===== src/rtl/pe_accumulator.sv =====
// Sums a programmable number of signed PE chunks, then requantises the total
// by arithmetic right shift with saturation onto a valid/ready output.
module pe_accumulator #(
  parameter int DATA_WIDTH  = 8,
  parameter int ACC_WIDTH   = 24,
  parameter int CNT_WIDTH   = 8,
  parameter int SHIFT_WIDTH = 5
) (
  input  logic                   clk,
  input  logic                   rst,
  input  logic                   flush,
  input  logic [CNT_WIDTH-1:0]   num_chunks,
  input  logic [SHIFT_WIDTH-1:0] shift,
  input  logic                   in_valid,
  output logic                   in_ready,
  input  logic [DATA_WIDTH-1:0]  in_data,
  output logic                   out_valid,
  input  logic                   out_ready,
  output logic [DATA_WIDTH-1:0]  out_data,
  output logic [ACC_WIDTH-1:0]   out_raw,
  output logic                   out_sat,
  output logic                   busy
);

  typedef enum logic [0:0] {IDLE, ACCUM} state_t;

  typedef struct packed {
    logic [DATA_WIDTH-1:0] data;
    logic [ACC_WIDTH-1:0]  raw;
    logic                  sat;
  } res_t;

  localparam logic signed [ACC_WIDTH-1:0] MAX_V =
    {{(ACC_WIDTH-DATA_WIDTH+1){1'b0}}, {(DATA_WIDTH-1){1'b1}}};
  localparam logic signed [ACC_WIDTH-1:0] MIN_V =
    {{(ACC_WIDTH-DATA_WIDTH+1){1'b1}}, {(DATA_WIDTH-1){1'b0}}};

  state_t                       state_q, state_d;
  logic signed [ACC_WIDTH-1:0]  acc_q, acc_d;
  logic [CNT_WIDTH-1:0]         cnt_q, cnt_d;
  logic [CNT_WIDTH-1:0]         len_q, len_d;
  res_t                         res_q, res_d;
  logic                         ov_q, ov_d;

  logic signed [ACC_WIDTH-1:0]  in_sext, sum, shr;
  logic [CNT_WIDTH-1:0]         eff_len;
  logic                         last, accept, done;

  assign in_ready = !ov_q || out_ready;
  assign accept   = in_valid && in_ready && !flush;
  assign in_sext  = {{(ACC_WIDTH-DATA_WIDTH){in_data[DATA_WIDTH-1]}}, in_data};
  assign eff_len  = (num_chunks == '0) ? CNT_WIDTH'(1) : num_chunks;
  assign sum      = (state_q == IDLE) ? in_sext : acc_q + in_sext;
  assign last     = (state_q == IDLE) ? (eff_len == CNT_WIDTH'(1))
                                      : (cnt_q == len_q - CNT_WIDTH'(1));
  assign done     = accept && last;

  // Shifts past the accumulator width collapse to the sign fill.
  always_comb begin
    if (32'(shift) >= 32'(ACC_WIDTH)) shr = {ACC_WIDTH{sum[ACC_WIDTH-1]}};
    else                              shr = sum >>> shift;
  end

  always_comb begin
    state_d = state_q;
    acc_d   = acc_q;
    cnt_d   = cnt_q;
    len_d   = len_q;
    res_d   = res_q;
    ov_d    = ov_q;

    if (flush) begin
      state_d = IDLE;
      acc_d   = '0;
      cnt_d   = '0;
    end else if (accept) begin
      if (state_q == IDLE) len_d = eff_len;
      if (last) begin
        state_d = IDLE;
        acc_d   = '0;
        cnt_d   = '0;
      end else begin
        state_d = ACCUM;
        acc_d   = sum;
        cnt_d   = (state_q == IDLE) ? CNT_WIDTH'(1) : cnt_q + CNT_WIDTH'(1);
      end
    end

    // A completion overrides the pop so back-to-back results have no bubble.
    if (done) begin
      ov_d     = 1'b1;
      res_d.raw = sum;
      if (shr > MAX_V) begin
        res_d.data = MAX_V[DATA_WIDTH-1:0];
        res_d.sat  = 1'b1;
      end else if (shr < MIN_V) begin
        res_d.data = MIN_V[DATA_WIDTH-1:0];
        res_d.sat  = 1'b1;
      end else begin
        res_d.data = shr[DATA_WIDTH-1:0];
        res_d.sat  = 1'b0;
      end
    end else if (ov_q && out_ready) begin
      ov_d = 1'b0;
    end
  end

  always_ff @(posedge clk or negedge rst) begin
    if (!rst) begin
      state_q <= IDLE;
      acc_q   <= '0;
      cnt_q   <= '0;
      len_q   <= '0;
      res_q   <= '0;
      ov_q    <= 1'b0;
    end else begin
      state_q <= state_d;
      acc_q   <= acc_d;
      cnt_q   <= cnt_d;
      len_q   <= len_d;
      res_q   <= res_d;
      ov_q    <= ov_d;
    end
  end

  assign out_valid = ov_q;
  assign out_data  = res_q.data;
  assign out_raw   = res_q.raw;
  assign out_sat   = res_q.sat;
  assign busy      = (state_q == ACCUM);

endmodule

===== config.mk =====
export PLATFORM = sky130hd
export DESIGN_NAME = pe_accumulator
export DESIGN_NICKNAME = d
export VERILOG_FILES = /design/src/rtl/pe_accumulator.sv
export SDC_FILE = /design/constraint.sdc
export NUM_CORES = 1
export LEC_CHECK = 0
export CAP_MARGIN = 40
export CORE_UTILIZATION = 50
export CTS_BUF_LIST = sky130_fd_sc_hd__clkbuf_16
export DETAILED_ROUTE_END_ITERATION = 8
export PLACE_DENSITY = 0.72
export SLEW_MARGIN = 20
export SYNTH_ARGS = -nofsm -noshare
export SYNTH_HDL_FRONTEND = slang
export SYNTH_SLANG_ARGS = --single-unit

===== constraint.sdc =====
create_clock -name clk -period 4.2 [get_ports clk]
set_clock_uncertainty 0.05 [all_clocks]
set_input_delay 0.42 -clock clk [delete_from_list [all_inputs] [get_ports clk]]
set_output_delay 0.42 -clock clk [all_outputs]
set_load 0.02 [all_outputs]

==> reports/results.txt <==
Status - completed
Synth cell types - 76
Worst vdd ir - 0.0004195 V
Net Sw Frac - 38.59%
Core area - 12770 sq um
Crit path max-delay family - simple AND/OR/NAND/NOR gates
Fin crit share - 98.74%
Initial Util - 51.86%
Ratio of cells with drive above 1 in the final layout - 31.65%
CTS Root Cell - clkbuf_16
Antenna cells - 0
Worst-path clk slew - 0.07 ns
Area growth syn-to-layout - 46.92%
Clock power share - 24.0%
Asr flop ratio synth - 100.0%
Met1 usage - 53.36%
Commonest non-fill, non-tap cell in the layout - buf_4
GR peak layer - met2
Die Area - 13710 sq um
Synth warnings - 0
Logic gate share of total power - 48.3%
Synthesized Nets - 887
Gate count of the mapped netlist - 835
Ys flop type - dfrtp_1
Finish-stage setup viols - 0
Seq pwr share - 27.7%
Vias per cell - 6.604
Post-DP HPWL - 19.86 mm
Post-layout util - 76.19%
First-pass GRT wire length - 41.86 mm
Crit path launch type - flop
Die height - 117.1 um
Crit path largest cell delay - 0.69 ns
Setup TNS - 0 ns
Worst setup margin - 0.05291 ns
CTS tree - yes
Sw Pwr - 0.001291 W
Die X - 117.1 um
Vias in the first global route - 7887
Pleak - 4.186 nW
Sequential area share after synthesis - 28.33%
Clk Latency, worst-skew pair - 0.36 ns
Worst slack at placement - -0.6737 ns
Slew margin rel. - 43.93%
Commonest non-fill, non-tap cells in the layout - buf_4 (200), nand2_1 (105), nor2_1 (90)
PortBufs - 61
Max Cap Viol - 0
Synth Area per Inst - 7.933 sq um
Crit path kind - flop to flop
Drt wl/cell - 22.24 um
Synth Cell Area - 6624 sq um
CP Buf/Inv Count - 1
GRT Residual Overflow - 0
Int Pwr - 0.002055 W
Crit-path cells - or4_1 -> or4b_2 -> a21oi_1 -> a311oi_1 -> o41ai_2 -> buf_4 -> and2_1 -> nand2_1 -> a41oi_2 -> o2111ai_2 -> nor3_4 -> a211oi_4 -> a211o_1
Hold Fails Final Rpt - 0
1st-iter DRT viols - 869
Crit end category - flop
Vias - 8189
Overall Power - 0.003346 W
IO Pins - 62
Worst Path Required - 4.40 ns
Post-Route WL - 27.58 mm
Hold crit path type - flop to flop
DP Cell Count - 1206
Min Tclk post-route - 4.147 ns
Nets - 1115
Worst Tran Pin Value - 0.8411 ns
H-tree levels - 3
FF+latch count, synth - 75
CTS Sinks - 75
Global Route met3 Usage - 9.063%
DR pass1 iterations - 6
Pwr per Cell Area - 343.8 nW/um^2
Final antenna-violating net count - 0
Largest net degree at the start of global routing - 48
Cell Count, Final, Fillers Out - 1240
CTS Buf Count - 9
Post-synth EDFFs - 0
Row count - 41
Pins over their slew limit - 0
DRC viols - 0
CP Max Fanout - 4
GRT met2 Usage - 64.69%
Fmax - 241.1 MHz
Deepest clock path buffer count - 2
Slowest cell on the critical path - or4b_2
Arr. time, crit path - 4.34 ns
Initial antenna violation count - 0
GRT Resource Usage Total - 40.93%
Final Wtd Congestion - 0.9780
[area by class of cell]
type,instances,area (sq um)
fillers,891,3042
flip-flops and latches,75,1878
inverters,17,65.06
repair buffers,268,2218
multi-input cells,692,5054
well taps,172,215.2
clock inverters,7,76.32
clock buffers,9,225.2
[power by group through the flow]
stage | sequential, W | clock, W | combinational [W]
floorplan | 0.000982 | 0 | 0.000658
global placement | 0.000914 | 0 | 0.00139
detailed placement | 0.000922 | 0 | 0.00143
CTS | 0.000915 | 0.000810 | 0.00149
global route | 0.000934 | 0.000835 | 0.00171
finish | 0.000926 | 0.000804 | 0.00162
[state kept, by name, indices dropped and copies added, names as in the netlist]
name,count
acc_q,24
out_raw,24
cnt_q,8
len_q,8
out_data,8
busy,1
out_sat,1
out_valid,1
[cells in the mapped netlist, types with 4 or more instances]
cell	n	area share (%)
mux2_2	10	1.7
nand2b_1	12	1.1
or4_1	5	0.57
a22oi_1	7	0.79
a21oi_1	66	5.0
o2111ai_1	6	0.79
and2_1	7	0.66
mux4_2	7	2.4
nand2_1	107	6.1
o21ai_1	4	0.30
nand4_1	16	1.5
a22o_1	10	1.3
nor3_1	20	1.5
a311oi_1	4	0.53
ha_1	25	4.7
mux2i_1	15	2.3
o31ai_1	9	1.0
o21ai_0	59	4.5
o211a_1	7	1.1
and4_1	5	0.66
nor2_1	91	5.2
xnor2_1	15	2.0
and3_1	12	1.1
dfrtp_1	75	28
a31oi_1	8	0.76
a21o_1	7	0.79
o22ai_1	4	0.38
nand3_1	18	1.4
o2111a_1	4	0.68
a221o_1	5	0.76
o211ai_1	15	1.7
a32oi_1	5	0.66
o21a_1	13	1.5
o21bai_1	4	0.45
xor2_1	12	1.6
a211oi_1	19	2.2
clkbuf_1	40	2.3
buf_1	7	0.40
inv_1	14	0.79
o221ai_1	9	1.2
[path summary, 6_finish.rpt]
path	start	endpoint	slack, ns	cells after the start
worst min-delay path	out_data[7]$_DFFE_PN0P_	out_data[7]$_DFFE_PN0P_	0.44	1
worst max register to register	len_q[0]$_DFFE_PN0P_	out_sat$_DFFE_PN0P_	0.05	13
max in group asynchronous	rst	out_data[7]$_DFFE_PN0P_	3.02	3
worst min register to register	out_data[7]$_DFFE_PN0P_	out_data[7]$_DFFE_PN0P_	0.44	1
worst max-delay path	len_q[0]$_DFFE_PN0P_	out_sat$_DFFE_PN0P_	0.05	13
min in group asynchronous	rst	len_q[5]$_DFFE_PN0P_	0.49	2
[cells by family after synthesis]
logic type | after synthesis | synth area share [%]
flip-flops | 75 | 28.33
buffers and inverters | 68 | 4.023
XOR/XNOR | 27 | 3.570
multiplexers | 32 | 6.347
AO/OA/AOI/OAI | 296 | 30.81
AND/OR/NAND/NOR | 311 | 21.89
adder cells (fa/ha/maj) | 26 | 5.025
[metal layers]
layer	share of wire (%)	wire (um)	vias to the layer above
li1	-	-	3636
met1	41	11330	3996
met2	46	12670	446
met3	8.4	2308	111
met4	4.6	1275	0
met5	0	0	-
[timing repair]
| action | 4_1_cts | 5_1_grt |
|---|---|---|
| buffers inserted | 9 | 7 |
| hold buffers | 1 | 0 |
| hold endpoints to repair | 28 | 0 |
| endpoints found under the setup margin | 8 | 8 |
| resized for setup | 45 | 69 |
| pin swaps | 18 | 29 |
| gates cloned | 1 | 0 |
[per-stage QoR]
step | hold slack (ns) | instance area [sq um]
final | 0.4394 | 9732
after global routing | 0.4644 | 9732
after CTS | 0.4410 | 9334
after detailed placement | 0.3261 | 8726
after global placement | 0.4143 | 8666
after floorplan | 0.07441 | 6624
Power figures use the tool's default switching activity.
